File: src/rtl/bus_terminal_fifo.sv
// Bus terminal endpoint: host-loaded TX FIFO facing the bus pop side, and an
// ID-filtered RX FIFO fed by bus pushes, with misroute/overflow reporting.
module bus_terminal_fifo_buf #(
  parameter int W     = 16,
  parameter int DEPTH = 8,
  parameter int CW    = $clog2(DEPTH+1)
) (
  input  logic          clk,
  input  logic          reset,
  input  logic          wr,
  input  logic [W-1:0]  wr_data,
  input  logic          rd,
  output logic [W-1:0]  head,
  output logic [CW-1:0] count,
  output logic          full,
  output logic          empty,
  output logic          rd_ok
);
  localparam int AW = $clog2(DEPTH);
  localparam logic [CW-1:0] FULL_CNT = CW'(DEPTH);

  logic [W-1:0]  mem [DEPTH];
  logic [AW-1:0] wr_ptr, rd_ptr;
  logic          wr_ok;

  assign empty = (count == '0);
  assign full  = (count == FULL_CNT);
  assign rd_ok = rd && !empty;
  // a write into a full buffer still fits when the head leaves in the same edge
  assign wr_ok = wr && (!full || rd_ok);
  assign head  = empty ? '0 : mem[rd_ptr];

  always_ff @(posedge clk)
    if (wr_ok) mem[wr_ptr] <= wr_data;

  always_ff @(posedge clk or posedge reset) begin
    if (reset) begin
      wr_ptr <= '0;
      rd_ptr <= '0;
      count  <= '0;
    end else begin
      if (wr_ok) wr_ptr <= wr_ptr + 1'b1;
      if (rd_ok) rd_ptr <= rd_ptr + 1'b1;
      case ({wr_ok, rd_ok})
        2'b10:   count <= count + 1'b1;
        2'b01:   count <= count - 1'b1;
        default: count <= count;
      endcase
    end
  end
endmodule

module bus_terminal_fifo #(
  parameter int         pckg_sz   = 16,
  parameter int         depth     = 8,
  parameter logic [7:0] term_id   = 8'h00,
  parameter logic [7:0] broadcast = {8{1'b1}}
) (
  input  logic                       clk,
  input  logic                       reset,
  input  logic                       wr_en,
  input  logic [pckg_sz-1:0]         wr_data,
  output logic                       tx_full,
  output logic [$clog2(depth+1)-1:0] tx_count,
  output logic                       pndng,
  output logic [pckg_sz-1:0]         D_pop,
  input  logic                       pop,
  input  logic                       push,
  input  logic [pckg_sz-1:0]         D_push,
  input  logic                       rd_en,
  output logic [pckg_sz-1:0]         rd_data,
  output logic                       rx_empty,
  output logic [$clog2(depth+1)-1:0] rx_count,
  output logic [15:0]                misroute_cnt,
  output logic                       err_pop_empty,
  output logic                       err_rx_ovf
);
  localparam int CW = $clog2(depth+1);

  logic       tx_empty, tx_rd_ok, rx_full, rx_rd_ok, rx_wr, match;
  logic [7:0] dest;

  bus_terminal_fifo_buf #(.W(pckg_sz), .DEPTH(depth), .CW(CW)) u_tx (
    .clk(clk), .reset(reset), .wr(wr_en), .wr_data(wr_data), .rd(pop),
    .head(D_pop), .count(tx_count), .full(tx_full), .empty(tx_empty),
    .rd_ok(tx_rd_ok)
  );

  assign pndng = !tx_empty;
  assign dest  = D_push[pckg_sz-1 -: 8];
  assign match = (dest == term_id) || (dest == broadcast);
  assign rx_wr = push && match;

  bus_terminal_fifo_buf #(.W(pckg_sz), .DEPTH(depth), .CW(CW)) u_rx (
    .clk(clk), .reset(reset), .wr(rx_wr), .wr_data(D_push), .rd(rd_en),
    .head(rd_data), .count(rx_count), .full(rx_full), .empty(rx_empty),
    .rd_ok(rx_rd_ok)
  );

  always_ff @(posedge clk or posedge reset) begin
    if (reset) begin
      misroute_cnt  <= '0;
      err_pop_empty <= 1'b0;
      err_rx_ovf    <= 1'b0;
    end else begin
      if (push && !match && misroute_cnt != 16'hFFFF)
        misroute_cnt <= misroute_cnt + 16'd1;
      if (pop && !tx_rd_ok)
        err_pop_empty <= 1'b1;
      if (rx_wr && rx_full && !rx_rd_ok)
        err_rx_ovf <= 1'b1;
    end
  end
endmodule

File: config.mk
export PLATFORM = sky130hd
export DESIGN_NAME = bus_terminal_fifo
export DESIGN_NICKNAME = d
export VERILOG_FILES = /design/src/rtl/bus_terminal_fifo.sv
export SDC_FILE = /design/constraint.sdc
export NUM_CORES = 1
export LEC_CHECK = 0
export BUFFER_PORTS_ARGS = -buffer_cell sky130_fd_sc_hd__buf_2
export CAP_MARGIN = 20
export CORE_MARGIN = 3
export CORE_UTILIZATION = 60
export CTS_CLUSTER_SIZE = 20
export DETAILED_ROUTE_END_ITERATION = 10
export PLACE_DENSITY = 0.81
export SETUP_SLACK_MARGIN = 0.1
export SLEW_MARGIN = 40
export SYNTH_ARGS = -nofsm -noshare
export SYNTH_HDL_FRONTEND = slang
export SYNTH_HIERARCHICAL = 1
export SYNTH_SLANG_ARGS = --single-unit
File: constraint.sdc
create_clock -name clk -period 4.47 [get_ports clk]
set_input_delay 0.2235 -clock clk [delete_from_list [all_inputs] [get_ports clk]]
set_output_delay 0.2235 -clock clk [all_outputs]
set_load 0.005 [all_outputs]
# --- Word level (Yosys, flattened, before mapping) ---
# Memories as Yosys holds them, arrays and structs flattened.
# Cells that the tools add are included.
totals:
  elab_cells: 61
  mem_bits_ro: 0
  mem_bits_rw: 256
  input_bits: 38
  mem_count: 2
  out_inout_bits: 61
  latchBits: 0
  register_bits: 38
memory_table:
  columns: ["memory", "words", "width", "rd", "rd_ports_with_merged_regs", "write_ports", "line_no", "text"]
  rows:
  - ["u_rx.mem", 8, 16, 1, 0, 1, "22", "logic [W-1:0] mem [DEPTH];"]
  - ["u_tx.mem", 8, 16, 1, 0, 1, "22", null]
op_classes:
  order_cmp: 0
  n_bitwise: 0
  n_reduce_logical: 25
  n_mux: 8
  n_eq_ne: 8
  shift: 0
  multipliers: 0
  n_addsub: 9
  n_div: 0
op_table:
  columns: ["cell", "count"]
  rows:
  - ["16-bit two-way mux", 2]
  - ["16-bit by 1-bit adder with 16-bit output (second input constant)", 1]
  - ["16-bit inequality test (second input constant)", 1]
  - ["4-bit case mux with 2 select lines", 2]
  - ["3-bit by 1-bit adder with 3-bit output (second input constant)", 4]
  - ["1-bit logical AND", 10]
  - ["4-bit by 1-bit adder with 4-bit output (second input constant)", 2]
  - ["4-bit == test (second input constant)", 2]
  - ["8-bit == test (second input constant)", 1]
  - ["4-bit logical NOT", 2]
  - ["8-bit logical NOT", 1]
  - ["4-bit by 1-bit subtractor with 4-bit output (second input constant)", 2]
  - ["1-bit logical NOT", 7]
  - ["2-bit by 1-bit == test with 1-bit output (second input constant)", 2]
  - ["2-bit == test (second input constant)", 2]
  - ["1-bit two-way mux", 4]
  - ["2-bit nonzero test", 2]
  - ["1-bit logical OR", 3]

# --- Depth between registers and ports, before layout ---
# Gate-level depths: netlist of run 1.
logic_depth:
  word_depth: 7
  ltp_mapped: 11
  mapped_depth_nobuf: 10

# --- Hierarchy ---
# Netlist of run 1, hierarchy kept.
modules_own_cells:
  columns: ["module", "instances", "area_each_um2", "cells_each", "seq_area_each_um2"]
  rows:
  - ["bus_terminal_fifo_buf", 2, 5550.3, 277, 4093.9]
  - ["bus_terminal_fifo", 1, 1048.5, 96, 450.4]

# --- Least setup slack after synthesis of run 1 ---
# Ideal clock, no wire load.
synth_timing:
  kind: "input to register"
  from: "input D_push[8]"
  to: "memory u_rx.mem[0][0], enable pin"
  arrival_ns: 2.442
  setup_time_ns: 0.409
  setup_slack_ns: 1.619
  required_ns: 4.061
  n_path_buf: 1
  stages: 7
  cell_sequence: "nor4_1 a21oi_1 nor2b_1 buf_4 o21a_1 nand2b_1 nor3_1"
synth_via:
  elab_chain_cells: 6
  word_cells_on_any_way: 7
  cone_classes: "eq/ne: 1; mux: 2; reduce/logical: 4"
synth_lines:
  columns: ["element", "line_no", "text"]
  rows:
  - ["from (decl)", "69", "input logic [pckg_sz-1:0] D_push,"]
  - ["8-bit == test or 8-bit logical NOT (tied branches)", "91", "assign match = (dest == term_id) || (dest == broadcast);"]
  - ["1-bit logical OR (*)", "91", null]
  - ["1-bit logical AND (*)", "92", "assign rx_wr = push && match;"]
  - ["net rx_wr", "80", "logic tx_empty, tx_rd_ok, rx_full, rx_rd_ok, rx_wr, match;"]
  - ["1-bit logical AND (*)", "30", "assign wr_ok = wr && (!full || rd_ok);"]
  - ["1-bit two-way mux (*)", "34", "if (wr_ok) mem[wr_ptr] <= wr_data;"]
  - ["1-bit two-way mux (not written as such) (*)", "34", null]
  - ["to (decl)", "22", null]
# The timed path passes the listed nets; every way through them passes the cells marked *.

# --- Worst setup path in the final report of run 1 ---
layout_timing:
  from: "input D_push[15]"
  to: "register u_rx.count[3]"
layout_via:
  elab_chain_cells: 6
  word_cells_on_any_way: 9
  cone_classes: "eq/ne: 3; mux: 1; reduce/logical: 5"
layout_lines:
  columns: ["element", "line_no", "text"]
  rows:
  - ["8-bit == test or 8-bit logical NOT (tied branches)", "91", null]
  - ["1-bit logical OR (*)", "91", null]
  - ["1-bit logical AND (*)", "92", null]
  - ["net rx_wr", "80", null]
  - ["1-bit logical AND (*)", "30", null]
  - ["2-bit by 1-bit == test with 1-bit output or 2-bit == test (tied branches)", "44", "case ({wr_ok, rd_ok})"]
  - ["4-bit case mux with 2 select lines or 2-bit nonzero test (tied branches)", null, null]
  - ["to (signal assigned)", "45", "2'b10: count <= count + 1'b1;"]
  - ["to (signal assigned)", "46", "2'b01: count <= count - 1'b1;"]
  - ["to (signal assigned)", "47", "default: count <= count;"]
  - ["to (decl)", "14", "output logic [CW-1:0] count,"]
# Marked as above.
# A chain may end at the register's enable or synchronous reset.

==> results.sh, run 1 <==
export IMPL_status="finished, final reports clean"
export IMPL_synth_ff_type="edfxtp_1"
export IMPL_synth_edff_count=256
export IMPL_drv_cap=0
export IMPL_drtIter0Drc=457
export IMPL_portBuffers=98
export IMPL_internal_power_mw=5.959
export IMPL_vias=6409
export IMPL_cts_setup_buffers=0
export IMPL_drc=0
export IMPL_start_util_pct=61.82
export IMPL_gp_congestion=0.8704
export IMPL_yosys_area_share_simple_pct=6.014
export IMPL_grt_ovfl_total=0
export IMPL_cts_resized=0
export IMPL_worst_path_buf_inv=2
export IMPL_startpoint_type="primary input"
export IMPL_yosysTopAreaCellShare_pct=63.27
export IMPL_worstPathCellList="dlygate4sd3_1, buf_2, nor4_1, a21oi_1, nor2b_2, nor2_1, ha_1, a21o_2, a21oi_1, mux2i_1, o22ai_1"
export IMPL_syn_avg_cell_area_um2=18.69
export IMPL_crit_top_cell="a21oi_1"
export IMPL_min_period_over_period_pct=65.49
export IMPL_synthMuxAreaShare_pct=15.82
export IMPL_drv_slew=0
export IMPL_root_buffer="clkbuf_16"
export IMPL_numCtsBuffers=29
export IMPL_postLayoutCellArea_um2=14230
export IMPL_cts_tree="yes"
export IMPL_comb_power_share_pct=26.9
export IMPL_grt_usage_pct=23.06
export IMPL_layout_common_cells="edfxtp_1, buf_2, mux4_2"
export IMPL_multi_input_area_um2=3289
export IMPL_dr_pass1_iters=4
export IMPL_yosysWarnings=6
export IMPL_antenna_cells=0
export IMPL_routed_wl_um=24360
export IMPL_hold_viol_final=0
export IMPL_fin_skew_ps=13.50
export IMPL_antenna_found_initial=0
export IMPL_fmax_ghz=0.3416
export IMPL_drive_gt1_share_pct=32.60
export IMPL_synthArstFlopShare_pct=12.93
export IMPL_slowest_stage="dlygate4sd3_1"
export IMPL_pwr_share_clk_pct=28.3
export IMPL_final_common_cell="edfxtp_1"
export IMPL_setup_tns_ps=0
export IMPL_place_area_um2=12980
export IMPL_static_leakage_power_nw=5.123
export IMPL_pwr_share_seq_pct=44.8
export IMPL_die_h_um=148.3
export IMPL_rows=51
export IMPL_slew_headroom_pct=53.54
export IMPL_hold_class="primary input to flop"
export IMPL_ios=99
export IMPL_cp_max_fo=10
export IMPL_yosys_register_bits=294
export IMPL_cts_hold_buffers=30
export IMPL_ir_worst_vdd_mv=0.4378
export IMPL_grt_pass1_vias=6934
export IMPL_critical_path_class="primary input to flop"
export IMPL_cts_max_path_buffers=3
export IMPL_switching_share_pct=29.90
export IMPL_seq_area_um2=8652
export IMPL_clk_latency_ps=540
export IMPL_grt_start_max_net_pins=35
export IMPL_tightest_slew_ps=696.9
export IMPL_nNetsFinal=846
export IMPL_yosysUniqueCellTypes=47
export IMPL_synth_top_area_cell="edfxtp_1"
export IMPL_htreeDepth=1
export IMPL_syn_num_nets=699
export IMPL_crit_required_ps=4870
export IMPL_power_density_nw_per_um2=597.3
export IMPL_ys_top_cells_by_area="edfxtp_1, mux4_2, dfrtp_1"
export IMPL_synth_xor_area_share_pct=1.730
export IMPL_ant_nets=0
export IMPL_die_area_um2=21990
export IMPL_synth_fa_ha_area_share_pct=1.256
export IMPL_power_mw=8.501
export IMPL_syn_cell_area_um2=12150
export IMPL_via_per_inst=5.912
export IMPL_core_um2=19650
export IMPL_power_switching_mw=2.542
export IMPL_synth_compound_gate_area_share_pct=1.761
export IMPL_syn2layout_area_growth_pct=17.15
export IMPL_crit_arrival_ps=3330
export IMPL_cpPeakStageDelay_ps=550
export IMPL_setup_violations=0
export IMPL_synth_top_family_by_area="multiplexers"
export IMPL_finalCriticalPeriod_ps=2927
export IMPL_fill_cells=1221
export IMPL_cts_sinks=294
export IMPL_worstSetupEndpointType="flop"
export IMPL_clkTransAtPathRegs_ps=60
export IMPL_die_w_um=148.3
export IMPL_grt_pass1_wl_um=38980
export IMPL_netlist_instances=650
export IMPL_hpwl_um=14660
export IMPL_synth_yosys_seq_area_share_pct=71.10
export IMPL_rsz0062_at_grt="false"
export IMPL_wl_per_cell_um=22.48
export IMPL_critPathTopFamily="simple AND/OR/NAND/NOR gates"
-- routing by layer --
| layer | wire (µm) | share of wire, % | vias up | GRT usage [%] |
|---|---|---|---|---|
| met2 | 12400 | 51 | 226 | 38.87 |
| met4 | 552 | 2.3 | 0 | 6.513 |
| met1 | 9886 | 41 | 3312 | 31.75 |
| met5 | 0 | 0 | - | 0 |
| met3 | 1523 | 6.3 | 40 | 4.083 |
| li1 | - | - | 2831 | - |
-- final cells by class --
type | count | share of cell area (%)
clock buffers | 33 | 5.204
clock inverters | 20 | 1.424
inverters | 22 | 0.5802
multi-input cells | 305 | 23.11
flip-flops and latches | 294 | 60.79
well taps | 265 | 2.330
repair buffers | 145 | 6.558
-- metrics by stage --
stage          hold WS, ps  instances  utilization, %  setup WS, ps
5_1_grt              9.689       1084           72.42          1354
2_1_floorplan        63.68        650               -          1619
3_5_place_dp         280.0       1001           66.02          1273
6_report             26.27       1084           72.42          1543
3_3_place_gp         265.7        999           65.77          1466
4_1_cts              3.357       1084           72.35          1308
-- cells in the mapped netlist, types with 3 or more instances --
library cell,number
inv_1,22
buf_2,11
nand3_1,7
nor2_1,54
xnor2_1,8
nand2_1,26
nor4_1,3
buf_6,3
mux4_2,64
mux2_4,3
buf_4,10
a21oi_1,4
mux2i_1,39
ha_1,9
nand4_1,5
edfxtp_1,256
nor2b_1,5
dfrtp_1,38
nor3_2,6
nand2b_1,10
o21ai_0,3
nor3_1,4
nor4_2,6
xor2_1,16
-- final timing paths --
kind,startpoint,slack [ps],end,cells past startpoint
hold reg to reg,err_pop_empty,460,err_pop_empty,1
min in group asynchronous,reset,270,u_tx/wr_ptr[2],3
setup / recovery,D_push[15],1540,u_rx/count[3],11
max in group asynchronous,reset,3830,misroute_cnt[15],3
hold / removal,D_push[14],30,u_rx/mem[5][14],1
setup reg to reg,u_rx/count[0],1690,u_rx/count[3],8
-- registers in the layout, indices dropped and copies added (netlist names) --
name	flops
u_rx/mem	128
u_tx/mem	128
misroute_cnt	16
u_rx/count	4
u_tx/count	4
u_rx/rd_ptr	3
u_rx/wr_ptr	3
u_tx/rd_ptr	3
u_tx/wr_ptr	3
err_pop_empty	1
err_rx_ovf	1
-- cell families (layout without fill, tap and decap cells) --
kind of cell | after synthesis | count (layout)
AOI/OAI and AO/OA | 23 | 23
xor gates and xnor gates | 24 | 24
adders and majority gates | 11 | 11
buffers and inverters | 51 | 220
DFF | 294 | 294
muxes | 110 | 110
and+or+nand+nor | 137 | 137
-- power by group through the flow --
stage	clock, mW	combinational (mW)	sequential [mW]
global placement	0	2.16	3.82
global route	2.57	2.48	3.88
finish	2.40	2.29	3.81
floorplan	0	1.81	3.48
detailed placement	0	2.26	3.86
CTS	2.44	2.31	3.81
(Power assumes the default switching activity.)
==> run 2, diff against run 1 <==
==> constraint.sdc (replaced) <==
create_clock -name clk -period 2.99 [get_ports clk]
set_input_delay 0.1495 -clock clk [delete_from_list [all_inputs] [get_ports clk]]
set_output_delay 0.1495 -clock clk [all_outputs]
set_load 0.005 [all_outputs]
==> results.sh, run 2 (synthesized netlist as in run 1, its figures left out) <==
export IMPL_cts_setup_buffers=0
export IMPL_slew_headroom_pct=60.88
export IMPL_fin_skew_ps=16.17
export IMPL_rsz0062_at_grt="false"
export IMPL_syn2layout_area_growth_pct=17.34
export IMPL_min_period_over_period_pct=89.43
export IMPL_static_leakage_power_nw=5.171
export IMPL_vias=6426
export IMPL_crit_arrival_ps=2520
export IMPL_root_buffer="clkbuf_16"
export IMPL_die_h_um=148.3
export IMPL_grt_ovfl_total=0
export IMPL_power_density_nw_per_um2=879.1
export IMPL_core_um2=19650
export IMPL_setup_tns_ps=0
export IMPL_antenna_cells=0
export IMPL_antenna_found_initial=0
export IMPL_postLayoutCellArea_um2=14260
export IMPL_wl_per_cell_um=22.14
export IMPL_place_area_um2=13020
export IMPL_rows=51
export IMPL_clkTransAtPathRegs_ps=60
export IMPL_die_area_um2=21990
export IMPL_critical_path_class="flop to output port"
export IMPL_hold_viol_final=0
export IMPL_hpwl_um=14860
export IMPL_start_util_pct=61.82
export IMPL_die_w_um=148.3
export IMPL_worstSetupEndpointType="output port"
export IMPL_cts_sinks=294
export IMPL_tightest_slew_ps=586.9
export IMPL_finalCriticalPeriod_ps=2674
export IMPL_startpoint_type="flop"
export IMPL_final_common_cell="edfxtp_1"
export IMPL_crit_required_ps=2840
export IMPL_drc=0
export IMPL_drtIter0Drc=412
export IMPL_layout_common_cells="edfxtp_1, buf_2, mux4_2"
export IMPL_cts_tree="yes"
export IMPL_grt_pass1_wl_um=37900
export IMPL_drive_gt1_share_pct=32.17
export IMPL_ant_nets=0
export IMPL_ir_worst_vdd_mv=0.6947
export IMPL_cts_max_path_buffers=3
export IMPL_r2r_start="u_tx/count[0]"
export IMPL_dr_pass1_iters=5
export IMPL_via_per_inst=5.852
export IMPL_whs_ps=17.82
export IMPL_htreeDepth=1
export IMPL_worstSetupStartpoint="u_rx/rd_ptr[0]"
export IMPL_clk_latency_ps=540
export IMPL_grt_usage_pct=22.43
export IMPL_drv_cap=0
export IMPL_drv_slew=0
export IMPL_routed_wl_um=24310
export IMPL_numCtsBuffers=29
export IMPL_gp_congestion=0.8005
export IMPL_grt_pass1_vias=6926
export IMPL_status="finished, final reports clean"
export IMPL_portBuffers=98
export IMPL_hold_class="primary input to flop"
export IMPL_reg_top3="u_rx/mem (128), u_tx/mem (128), misroute_cnt (16)"
export IMPL_setup_violations=0
export IMPL_cp_max_fo=19
export IMPL_fmax_ghz=0.3740
export IMPL_min_from="push"
export IMPL_nNetsFinal=860
export IMPL_ios=99
export IMPL_grt_start_max_net_pins=35
-- run 2: cell type report --
| class | count | area, µm² |
|---|---|---|
| clock buffers | 42 | 804.5 |
| clock inverters | 11 | 83.83 |
| fillers | 1198 | 5398 |
| inverters | 22 | 82.58 |
| multi-input cells | 305 | 3254 |
| flip-flops and latches | 294 | 8641 |
| well taps | 265 | 331.6 |
| repair buffers | 159 | 1059 |
-- run 2: critical path, stage by stage (launching register included) --
cell and delay (ps):
dfrtp_2 740, buf_12 280, mux4_2 530, mux2i_1 230, nor2_1 70, buf_2 150
-- run 2: repair_timing --
action | in CTS | in global routing
endpoints found under the setup margin | 0 | 0
gates resized for setup | 0 | 0
hold buffers | 34 | 0
hold endpoints to repair | 296 | 0
-- run 2: path summary, 6_finish.rpt --
kind | to | slack (ps) | cells after the start
worst max-delay path | rd_data[3] | 320 | 5
worst min-delay path | misroute_cnt[14] | 20 | 3
worst max register to register | u_tx/count[3] | 520 | 8
worst min register to register | err_pop_empty | 470 | 1
max in group asynchronous | misroute_cnt[6] | 2450 | 3
min in group asynchronous | u_tx/wr_ptr[1] | 200 | 3
-- run 2: report_power, final --
group	internal [mW]	switching (mW)
logic	1.96	1.88
clock network	1.95	1.43
registers	4.90	0.411
total	8.81	3.73
-- run 2: per-stage QoR --
step                      setup slack (ps)  power, mW  util (%)  std cells
after global routing                 121.1      13.16     72.54       1098
after CTS                            228.6      12.64     72.51       1098
after floorplan                      213.0      7.921         -        650
final                                316.1      12.53     72.54       1098
after detailed placement             434.5      9.214     66.26       1011
after global placement               572.4      9.031     66.26       1011
-- run 2: routing by layer --
layer	routed length [µm]	track usage, %	part of all wire [%]	vias up
li1	-	-	-	2850
met5	0	0	0	-
met1	9507	30.09	39	3265
met3	1628	3.687	6.7	52
met4	482	6.420	2.0	0
met2	12690	38.80	52	259
